===== config.mk =====
export PLATFORM = sky130hd
export DESIGN_NAME = fp_compare_unit
export DESIGN_NICKNAME = d
export VERILOG_FILES = /design/src/rtl/fp_cmp_pkg.sv /design/src/rtl/fp_compare_unit_classify.sv /design/src/rtl/fp_compare_unit.sv
export SDC_FILE = /design/constraint.sdc
export NUM_CORES = 1
export LEC_CHECK = 0
export BUFFER_PORTS_ARGS = -buffer_cell sky130_fd_sc_hd__buf_4
export CORE_MARGIN = 2
export CORE_UTILIZATION = 52
export CTS_BUF_LIST = sky130_fd_sc_hd__clkbuf_4 sky130_fd_sc_hd__clkbuf_8
export DETAILED_ROUTE_END_ITERATION = 10
export GPL_TIMING_DRIVEN = 0
export PLACE_DENSITY = 0.74
export SLEW_MARGIN = 20
export SYNTH_ARGS = -nofsm -noshare
export SYNTH_HDL_FRONTEND = slang
export SYNTH_SLANG_ARGS = --single-unit

===== constraint.sdc =====
create_clock -name clk -period 4.2 [get_ports clk]
set_clock_uncertainty 0.2 [all_clocks]
set_input_delay 1.26 -clock clk [delete_from_list [all_inputs] [get_ports clk]]
set_output_delay 1.26 -clock clk [all_outputs]
set_load 0.01 [all_outputs]

===== src/rtl/fp_cmp_pkg.sv =====
// Shared definitions for the floating-point compare/min/max unit: op encodings,
// operand width helper and canonical quiet-NaN construction.
package fp_cmp_pkg;

    localparam int FP_MAX_W = 128;

    typedef enum logic [1:0] {
        OP_CMP     = 2'b00,
        OP_MIN     = 2'b01,
        OP_MAX     = 2'b10,
        OP_CMP_ABS = 2'b11
    } fp_op_e;

    function automatic int fp_width(input int exp_w, input int man_w);
        return 1 + exp_w + man_w;
    endfunction

    // Sign 0, exponent all ones, mantissa MSB set; callers truncate to their width.
    function automatic logic [FP_MAX_W-1:0] canon_qnan(input int exp_w, input int man_w);
        logic [FP_MAX_W-1:0] one;
        one = FP_MAX_W'(1);
        return (((one << exp_w) - one) << man_w) | (one << (man_w - 1));
    endfunction

endpackage


===== src/rtl/fp_compare_unit_classify.sv =====
// Splits one IEEE-style operand into sign and magnitude and flags NaN / zero.
module fp_classify
    import fp_cmp_pkg::*;
#(
    parameter int  EXP_W = 5,
    parameter int  MAN_W = 10,
    localparam int W     = fp_width(EXP_W, MAN_W)
) (
    input  logic [W-1:0] val,
    output logic         is_nan,
    output logic         is_zero,
    output logic         sign,
    output logic [W-2:0] mag
);

    logic [EXP_W-1:0] exp_f;
    logic [MAN_W-1:0] man_f;

    assign exp_f   = val[W-2 -: EXP_W];
    assign man_f   = val[MAN_W-1:0];
    assign is_nan  = (&exp_f) & (|man_f);
    assign is_zero = ~|val[W-2:0];
    assign sign    = val[W-1];
    assign mag     = val[W-2:0];

endmodule


===== src/rtl/fp_compare_unit.sv =====
// Two-stage pipelined floating-point compare/min/max with valid/ready on both sides.
// S1 holds operand classification and the ordering; S2 holds result and ALU flags.
module fp_compare_unit
    import fp_cmp_pkg::*;
#(
    parameter int  EXP_W = 5,
    parameter int  MAN_W = 10,
    localparam int W     = fp_width(EXP_W, MAN_W)
) (
    input  logic         clk,
    input  logic         rst,
    input  logic         in_valid,
    output logic         in_ready,
    input  logic [W-1:0] x,
    input  logic [W-1:0] y,
    input  logic [1:0]   op,
    output logic         out_valid,
    input  logic         out_ready,
    output logic [W-1:0] result,
    output logic         negative,
    output logic         zero,
    output logic         overflow,
    output logic         cout,
    output logic         unordered
);

    localparam logic [W-1:0] QNAN = W'(canon_qnan(EXP_W, MAN_W));

    logic         x_nan, x_zero, x_sign;
    logic         y_nan, y_zero, y_sign;
    logic [W-2:0] x_mag, y_mag;

    fp_classify #(.EXP_W(EXP_W), .MAN_W(MAN_W)) u_cls_x (
        .val(x), .is_nan(x_nan), .is_zero(x_zero), .sign(x_sign), .mag(x_mag)
    );

    fp_classify #(.EXP_W(EXP_W), .MAN_W(MAN_W)) u_cls_y (
        .val(y), .is_nan(y_nan), .is_zero(y_zero), .sign(y_sign), .mag(y_mag)
    );

    logic mag_lt, mag_eq, both_zero;
    logic cmp_lt, cmp_eq;

    assign mag_lt    = x_mag < y_mag;
    assign mag_eq    = x_mag == y_mag;
    assign both_zero = x_zero & y_zero;

    // Two negatives order with magnitude reversed; +0 and -0 are equal.
    always_comb begin
        cmp_lt = 1'b0;
        cmp_eq = 1'b0;
        if (op == OP_CMP_ABS) begin
            cmp_lt = mag_lt;
            cmp_eq = mag_eq;
        end else if (both_zero) begin
            cmp_eq = 1'b1;
        end else if (x_sign != y_sign) begin
            cmp_lt = x_sign;
        end else if (x_sign) begin
            cmp_lt = ~mag_lt & ~mag_eq;
            cmp_eq = mag_eq;
        end else begin
            cmp_lt = mag_lt;
            cmp_eq = mag_eq;
        end
    end

    logic         s1_valid, s2_valid;
    logic         s1_adv, s2_adv;
    fp_op_e       s1_op;
    logic [W-1:0] s1_x, s1_y;
    logic         s1_x_nan, s1_y_nan, s1_both_zero, s1_lt, s1_eq;

    assign s2_adv    = ~s2_valid | out_ready;
    assign s1_adv    = ~s1_valid | s2_adv;
    assign in_ready  = s1_adv;
    assign out_valid = s2_valid;
    assign overflow  = 1'b0;
    assign cout      = 1'b0;

    logic         s1_nan_any;
    logic [W-1:0] nxt_result;

    assign s1_nan_any = s1_x_nan | s1_y_nan;

    always_comb begin
        nxt_result = '0;
        if (s1_op == OP_MIN || s1_op == OP_MAX) begin
            if (s1_x_nan && s1_y_nan) begin
                nxt_result = QNAN;
            end else if (s1_x_nan) begin
                nxt_result = s1_y;
            end else if (s1_y_nan) begin
                nxt_result = s1_x;
            end else if (s1_both_zero) begin
                // MIN prefers the -0, MAX the +0
                nxt_result = ((s1_op == OP_MIN) == s1_x[W-1]) ? s1_x : s1_y;
            end else if (s1_eq) begin
                nxt_result = s1_x;
            end else begin
                nxt_result = ((s1_op == OP_MIN) == s1_lt) ? s1_x : s1_y;
            end
        end
    end

    always_ff @(posedge clk) begin
        if (s1_adv && in_valid) begin
            s1_op        <= fp_op_e'(op);
            s1_x         <= x;
            s1_y         <= y;
            s1_x_nan     <= x_nan;
            s1_y_nan     <= y_nan;
            s1_both_zero <= both_zero;
            s1_lt        <= cmp_lt;
            s1_eq        <= cmp_eq;
        end
    end

    always_ff @(posedge clk) begin
        if (rst) begin
            s1_valid  <= 1'b0;
            s2_valid  <= 1'b0;
            result    <= '0;
            negative  <= 1'b0;
            zero      <= 1'b0;
            unordered <= 1'b0;
        end else begin
            if (s1_adv) begin
                s1_valid <= in_valid;
            end
            if (s2_adv) begin
                s2_valid <= s1_valid;
                if (s1_valid) begin
                    result    <= nxt_result;
                    negative  <= ~s1_nan_any & s1_lt;
                    zero      <= ~s1_nan_any & s1_eq;
                    unordered <= s1_nan_any;
                end
            end
        end
    end

endmodule


### Word-level counts from Yosys, hierarchy flattened

Cells that the tools add are included.

| storage, ports and cells | value |
|---|---|
| flip-flop bits (word level) | 60 |
| bits in latches | 0 |
| RAM bits | 0 |
| ROM bits | 0 |
| input bits | 38 |
| output and inout bits | 23 |
| memories kept | 0 |

| cells by class | value |
|---|---|
| add/subtract/negate cells | 0 |
| multipliers | 0 |
| div/mod/pow operators | 0 |
| order comparisons | 1 |
| equal/unequal tests | 7 |
| shift operators | 0 |
| muxes and demuxes | 15 |
| bitwise gates (word level) | 14 |
| reduce and logical (&&, ||, !) cells | 12 |

Operator list:

| kind | number |
|---|---|
| $mux W16 | 8 |
| $reduce_or A15 Y1 | 2 |
| $reduce_or A10 Y1 | 2 |
| $eq A15 B15 Y1 | 1 |
| $lt A15 B15 Y1 | 1 |
| $reduce_and A5 Y1 | 2 |
| $mux W1 | 7 |
| $and A1 B1 Y1 | 6 |
| $not A1 Y1 | 5 |
| $eq A2 B2 Y1 const B | 2 |
| $or A1 B1 Y1 | 3 |
| $eq A1 B1 Y1 | 2 |
| $eq A2 B1 Y1 const B | 1 |
| $logic_and A1 B1 Y1 | 2 |
| $logic_not A1 Y1 | 2 |
| $reduce_and A2 Y1 | 1 |
| $logic_or A1 B1 Y1 | 1 |
| $ne A1 B1 Y1 | 1 |

### Logic depth before layout (Yosys ltp)

Gate-level depths: netlist (run 1).

| depth | value |
|---|---|
| depth after elaboration | 9 |
| depth in mapped cells | 8 |
| gate-level depth less buffers | 7 |

### Cells and area by module

Synthesis (run 1) repeated with hierarchy kept, for this count alone.

| second synthesis, totals | value |
|---|---|
| cell total of the unflattened synthesis | 274 |
| area, all modules | 3,049.2 µm² |

Modules (own cells, without submodules):

| module | times used | cells an instance | area each (µm²) | sequential area each (µm²) |
|---|---|---|---|---|
| fp_compare_unit | 1 | 226 | 2,698.8 | 1,591.5 |
| fp_classify | 2 | 24 | 175.2 | 0.0 |

### Worst setup path before layout (run 1)

OpenSTA, ideal clock, no wires.

| timing path | value |
|---|---|
| kind | input -> register |
| from | input out_ready |
| to | register s1_both_zero (enable) |
| library setup time | 0.400 ns |
| data arrival time | 2.409 ns |
| setup slack | 1.191 ns |
| stages on the path | 3 |
| path buffers | 0 |
| cell sequence | nor2b_1 > nand2_1 > and2_1 |

| on the way | value |
|---|---|
| cells in the longest elaborated chain, start to end | 3 |

RTL lines:

| item | line | RTL |
|---|---|---|
| from (decl) | fp_compare_unit.sv:18 | `input logic out_ready,` |
| $or A1 B1 Y1 | fp_compare_unit.sv:74 | `assign s2_adv = ~s2_valid \| out_ready;` |
| $or A1 B1 Y1 | fp_compare_unit.sv:75 | `assign s1_adv = ~s1_valid \| s2_adv;` |
| net in_ready | fp_compare_unit.sv:13 | `output logic in_ready,` |
| $logic_and A1 B1 Y1 | fp_compare_unit.sv:107 | `if (s1_adv && in_valid) begin` |
| to (signal assigned) | fp_compare_unit.sv:113 | `s1_both_zero <= both_zero;` |
| to (decl) | fp_compare_unit.sv:72 | `logic s1_x_nan, s1_y_nan, s1_both_zero, s1_lt, s1_eq;` |

The timed path passes the listed nets, and every way through them passes these cells.
A chain may end at the register's enable or synchronous reset.

### Final worst setup path (run 1)

| timing path | value |
|---|---|
| from | input out_ready |
| to | output in_ready |

| on the way | value |
|---|---|
| cells in the longest elaborated chain, start to end | 2 |

RTL lines:

| item | line |
|---|---|
| $or A1 B1 Y1 | fp_compare_unit.sv:74 |
| $or A1 B1 Y1 | fp_compare_unit.sv:75 |
| to (decl) | fp_compare_unit.sv:13 |

Every way passes these cells.

==> results of run 1 <==
Yosys cell counts, types with 2 or more instances:
cell type	instances	share of area [%]
a21oi_1	17	3.0
a221oi_1	5	1.5
a22oi_1	4	1.1
a31oi_1	2	0.44
and2_1	2	0.44
buf_2	2	0.35
buf_4	3	0.79
clkbuf_1	5	0.66
dfxtp_1	21	15
edfxtp_1	39	41
ha_1	16	7.1
inv_1	18	2.4
nand2_1	32	4.2
nand3_1	6	1.1
nand4_1	10	2.2
nor2_1	12	1.6
nor2b_1	2	0.44
nor3_1	4	0.71
nor4_4	2	1.5
o211ai_1	19	5.0
o21ai_0	3	0.53
o31ai_1	2	0.53
or4_1	4	1.1
or4_4	2	0.79
xor2_1	2	0.62
cell families after synthesis:
family | Yosys count | share of synthesized area (%)
flip-flops | 60 | 56.1
XOR/XNOR | 3 | 0.926
AO/OA/AOI/OAI | 60 | 15.3
AND/OR/NAND/NOR | 84 | 16.3
other | 1 | 0.132
adder cells (fa/ha/maj) | 16 | 7.05
buffers and inverters | 28 | 4.19
per-stage QoR:
stage          util (%)  std cells  worst slack (ns)
2_1_floorplan         -        253              1.19
3_3_place_gp       65.0        381             0.820
3_5_place_dp       65.6        382             0.937
4_1_cts            69.2        398             0.933
5_1_grt            69.2        398             0.866
6_report           69.2        398             0.930
critical path: stages:
cell	delay, ns
buf_4	0.11
nor2b_1	0.18
nand2_1	0.10
buf_4	0.16
sequential cells by signal, indices dropped and copies added, names as in the netlist, 2 cells and up:
register  cells
result       16
s1_op         2
s1_x         16
s1_y         16
layer usage:
layer	wire, um	up-vias	share of wire, %
li1	-	1094	-
met1	2890	1017	45
met2	3000	70	47
met3	381	8	6.0
met4	76	0	1.2
met5	0	-	0
how the worst max path moves through the flow:
stage                     depth (start not counted)  startpoint            to  slack, ns
after detailed placement                          4   out_ready      in_ready       0.94
after global placement                            4   out_ready       s1_x[0]       0.82
after floorplan                                   3   out_ready  s1_both_zero       1.19
after CTS                                         4   out_ready      in_ready       0.93
after global routing                              4   out_ready      in_ready       0.87
final                                             4   out_ready      in_ready       0.93
layout make-up:
class	count	area share (%)
repair buffers	59	12.9
multi-input cells	165	31.7
plain buffers	10	1.43
clock inverters	2	0.280
flip-flops and latches	60	44.5
clock buffers	14	4.86
inverters	18	1.89
well taps	70	2.45
cell usage in the layout, fill, tap and decap left out, drive strengths merged, types with 2 or more instances in the layout:
| master | count |
|---|---|
| nor2 | 12 |
| inv | 18 |
| o31ai | 2 |
| conb | 2 |
| clkbuf | 19 |
| nand3 | 6 |
| nor3 | 4 |
| o21ai | 3 |
| edfxtp | 39 |
| a221oi | 5 |
| nand2 | 32 |
| o211ai | 19 |
| ha | 16 |
| nor2b | 2 |
| buf | 64 |
| dfxtp | 21 |
| nor4 | 4 |
| a31oi | 2 |
| a22oi | 4 |
| and2 | 2 |
| or4 | 6 |
| nand4 | 10 |
| a21oi | 17 |
| clkinv | 2 |
| xor2 | 2 |
power groups by stage:
stage               clock (mW)  sequential (mW)  combinational [mW]
finish                   0.472            0.678               0.170
global route             0.503            0.681               0.189
global placement             0            0.691               0.162
detailed placement           0            0.690               0.170
floorplan                    0            0.691              0.0853
CTS                      0.477            0.678               0.171
==> summary.txt, run 1 <==
outcome - complete, no violations
Pint - 1.00 mW
Worst Hold Endpoint - negative
die width - 77.9 um
GR Util met3 - 4.53%
Critical Path Source Type - input pin
switching power - 318 uW
GR Util met1 - 31.6%
Routed WL - 6350 um
CTS Root Cell - clkbuf_8
largest net degree at the start of global routing - 26
first-pass GRT wire length - 10400 um
fmax - 306 MHz
Hold-fix buffers, CTS - 0
Die Ht - 77.9 um
Detail Placement HPWL - 4800 um
Power Total - 1.32 mW
Placement Rows - 26
Crit Path Max Fanout - 3
busiest grt layer - met2
critical path type - in -> out
Setup Buffers After CTS - 0
Max rail drop VDD - 0.172 mV
setup violators final - 0
I/O Pins - 61
Syn Area/Cell - 11.3 um2
DR DRC count - 0
TritonRoute pass-1 iters - 4
DR vias - 2189
Vias per Instance - 5.50
WHS Path Cells - 2
number of max-cap violations - 0
area of the die - 6060 um2
flops & latches, synth - 60
Num Clock Sinks - 60
FF-to-FF setup slack - 2.00 ns
Seq. cell area - 1590 um2
Port Buf Inserts - 58
sequential share of power - 51.4%
HP Class - reg -> reg
vias in the first global route - 2080
DP Area - 3390 um2
EDFF count, synth - 39
ys async rst share - 0%
Initial Util - 54.9%
Crit. End Element - output pin
final hold slack - 0.255 ns
min-delay src - negative
latest clock arrival within the worst-skew pair - 0.33 ns
final non-filler cell area - 3580 um2
CTS tree - yes
Final #Nets - 377
final period utilization - 77.9%
remaining global-route overflow - 0
Synth Cell Area - 2840 um2
remaining antenna violation count - 0
Layout fillers - 406
R2R Path End - result[2]
Yosys cell types - 43
Primary FF master, synth - edfxtp_1
Ant. Diodes - 0
CP arrival - 1.81 ns
antenna violations before repair - 0
gr usage total - 22.6%
H-tree depth - 3
PostCTS Resize Cnt - 0
Final GP Congestion - 0.829
WP data required - 2.74 ns
Ys Warns - 0
met2 usage - 34.4%
Area Overhead vs Synth - 26.1%
pwr/cell area - 369 nW/um2
core box area - 5170 um2
Static Leakage - 1.43 nW
Synth Instances - 252
DRT iter0 DRCs - 147
relative slew slack - 55.3%
layout cells sized above 1 - 27.7%
Gate power share - 12.9%
CTS clk-pin slew, worst paths - 0.07 ns
TritonCTS buffer count - 9
Max Root-Sink Buffers - 2
fin crit period - 3.27 ns
post-synthesis sequential area ratio - 56.1%
Multi-input gate area - 1130 um2
final hold vios - 0
setup TNS - 0 ns
Clk pwr share - 35.7%
RSZ-0062 raised after global routing - false
max-slew violations - 0
worst r2r path cells - 5
Reg-to-Reg Start - s1_op[0]
Wirelength per Cell - 15.9 um
measured slew at the worst slew-check pin - 0.664 ns
switch share - 24.1%
No activity file was read; power rests on OpenSTA's default activity.
==> run 2, diff against run 1 <==
ABC_AREA = 1   (was not set)
CORE_UTILIZATION = 51   (was 52)
PLACE_DENSITY = 0.75   (was 0.74)
clock period = 3 ns   (was 4.2 ns; I/O delays follow)
==> run 2 against run 1 <==
  * Count of clock-buffer cells in the layout shrank 4
  * Hold slack gained 0.0098 ns
  * Area after synthesis grew 5.1%
  * Synthesized cell count grew 27%
  * Global-route usage shrank 1.9 points
  * Critical path type unchanged
  * Largest cell class unchanged
==> summary.txt, run 2 <==
outcome - complete, no violations
final worst slack - 0.573 ns (-0.356 ns)
fmax - 412 MHz
post-synthesis sequential area ratio - 53.4% (-2.7 points)
Seq. cell area - 1590 um2 (unchanged)
DRT iter0 DRCs - 111 (-24%)
DP Worst Slack - 0.420 ns (-0.517 ns)
Initial Util - 53.5% (-1.4 points)
Yosys top cell by area - edfxtp_1
top cells by area, synth - edfxtp_1, dfxtp_1, nand2_1
core box area - 5570 um2 (+7.8%)
H-tree depth - 3 (unchanged)
Detail Placement HPWL - 4840 um (+0.99%)
Hold-fix buffers, CTS - 0 (unchanged)
Post-Synth Simple-Gate Area - 26.3% (+10 points)
vias in the first global route - 2185 (+5.0%)
most common cell after layout, fill and taps aside - nand2_1
die width - 80.5 um (+3.3%)
Final GP Congestion - 0.873 (+5.2%)
Max rail drop VDD - 0.248 mV (+45%)
top-count cell post-synth - nand2_1
Port Buf Inserts - 58 (unchanged)
Die Ht - 80.5 um (+3.3%)
most frequent cells in the layout - nand2_1, buf_4, edfxtp_1
Placement Rows - 27 (+3.8%)
crit-path leading delay family - buffers and inverters
fin crit period - 2.43 ns
gr usage total - 20.8% (-1.9 points)
TritonRoute pass-1 iters - 4 (unchanged)
number of max-cap violations - 0 (unchanged)
Crit. End Element - output pin
WP data required - 1.90 ns (-0.84 ns)
DR DRC count - 0 (unchanged)
XOR/XNOR Fraction of Synth Area - 0.294% (-0.63 points)
EDFF count, synth - 39 (unchanged)
Syn Area/Cell - 9.29 um2 (-18%)
Multi-input gate area - 1180 um2 (+4.1%)
Area Overhead vs Synth - 24.0%
area of the die - 6470 um2 (+6.8%)
Ant. Diodes - 0 (unchanged)
Synth Instances - 321 (+27%)
I/O Pins - 61 (unchanged)
Ys Warns - 0 (unchanged)
top cells by count, synth - nand2_1, edfxtp_1, inv_1
Synth Cell Area - 2980 um2 (+5.1%)
top-area cell type share of the netlist area - 39.3% (-2.0 points)
ys async rst share - 0% (unchanged)
largest net degree at the start of global routing - 40 (+54%)
CTS Root Cell - clkbuf_8
complex-gate fraction of the synthesized area - 5.96% (-9.3 points)
PostCTS Resize Cnt - 0 (unchanged)
Critical Path Source Type - input pin
CP arrival - 1.33 ns (-0.48 ns)
DR vias - 2374 (+8.5%)
Static Leakage - 1.67 nW (+16%)
pwr/cell area - 512 nW/um2 (+39%)
main combinational cell family by area after synthesis - simple AND/OR/NAND/NOR gates
RSZ-0062 raised after global routing - false
Final #Nets - 445 (+18%)
critical-path cell list - buf_4, inv_2, nand3_1, buf_4
max-slew violations - 0 (unchanged)
CTS clk-pin slew, worst paths - 0.06 ns (about the same)
first-pass GRT wire length - 10100 um (-2.5%)
Routed WL - 6170 um (-2.8%)
TritonCTS buffer count - 9 (unchanged)
CP max-delay cell - buf_4
Setup Buffers After CTS - 0 (unchanged)
setup TNS - 0 ns (unchanged)
final hold slack - 0.265 ns (+0.00976 ns)
antenna violations before repair - 0 (unchanged)
remaining antenna violation count - 0 (unchanged)
Primary FF master, synth - edfxtp_1
Critical Path Max Stage Delay - 0.17 ns (about the same)
Yosys cell types - 30 (-30%)
Layout fillers - 488 (+20%)
flops & latches, synth - 60 (unchanged)
critical path type - in -> out
Num Clock Sinks - 60 (unchanged)
CTS tree - yes
layout cells sized above 1 - 25.8% (-2.0 points)
final period utilization - 80.9%
remaining global-route overflow - 0 (unchanged)
relative slew slack - 49.7% (-5.6 points)
adder and majority cell fraction of the synthesized area - 6.71% (-0.34 points)
Max Root-Sink Buffers - 2 (unchanged)
CP dominant cell by count - buf_4
HP Class - reg -> reg
final hold vios - 0 (unchanged)
setup violators final - 0 (unchanged)
multiplexer share of the synthesized area - 0% (unchanged)
measured slew at the worst slew-check pin - 0.754 ns (+0.0898 ns)
Largest regs - result x16, s1_x x16, s1_y x16
WP buf/inv - 3 (+1)
Vias per Instance - 5.07 (-7.8%)
Wirelength per Cell - 13.2 um (-17%)
Crit Path Max Fanout - 3 (unchanged)
fin util - 66.3% (-2.8 points)
latest clock arrival within the worst-skew pair - 0.34 ns (about the same)
-- run 2: layout make-up --
class,count,share of cell area [%]
buffer,9,1.59
clock buffer,10,3.55
timing repair buffer,58,11.8
inverter,41,4.23
multi-input combinational,212,31.9
sequential,60,43.0
tap,72,2.44
clock inverter,6,1.49
-- run 2: worst min-delay path, cell delays in order, from the launching register on --
cell	delay, ns
dfxtp_1	0.31
nand2_1	0.06
a21oi_1	0.05
-- run 2: logic make-up (layout without fill, tap and decap cells) --
logic type      Yosys count  in the layout
compound gates           34             34
xor+xnor                  1              1
fa+ha+maj                16             16
buf+inv                  50            124
flops                    60             60
other cells               1              2
simple gates            159            159
-- run 2: worst paths after layout --
path	end	slack (ns)	from	cells past startpoint
max reg2reg	result[10]	1.18	s1_op[1]	12
min	result[8]	0.27	result[8]	2
max	in_ready	0.57	out_ready	4
min reg2reg	result[8]	0.27	result[8]	2
-- run 2: metal layers --
metal  global-route usage, %  vias up  share of wire, %
li1                        -     1212                 -
met3                    4.38        9               4.5
met1                    27.8     1093                46
met5                       0        -                 0
met4                    8.81        0               1.6
met2                    32.8       60                47
-- run 2: power by group --
| part | total, mW | switching (mW) | internal (mW) |
|---|---|---|---|
| clock | 0.685 | 0.301 | 0.384 |
| sequential | 0.947 | 0.0195 | 0.928 |
| combinational | 0.263 | 0.148 | 0.116 |
-- run 2: metrics by stage --
stage / std cells / total power, mW / cell area (um2)
floorplan: 322 / 1.12 / 2990
global placement: 452 / 1.22 / 3510
detailed placement: 452 / 1.23 / 3510
CTS: 468 / 1.90 / 3700
global route: 468 / 1.97 / 3700
finish: 468 / 1.89 / 3700
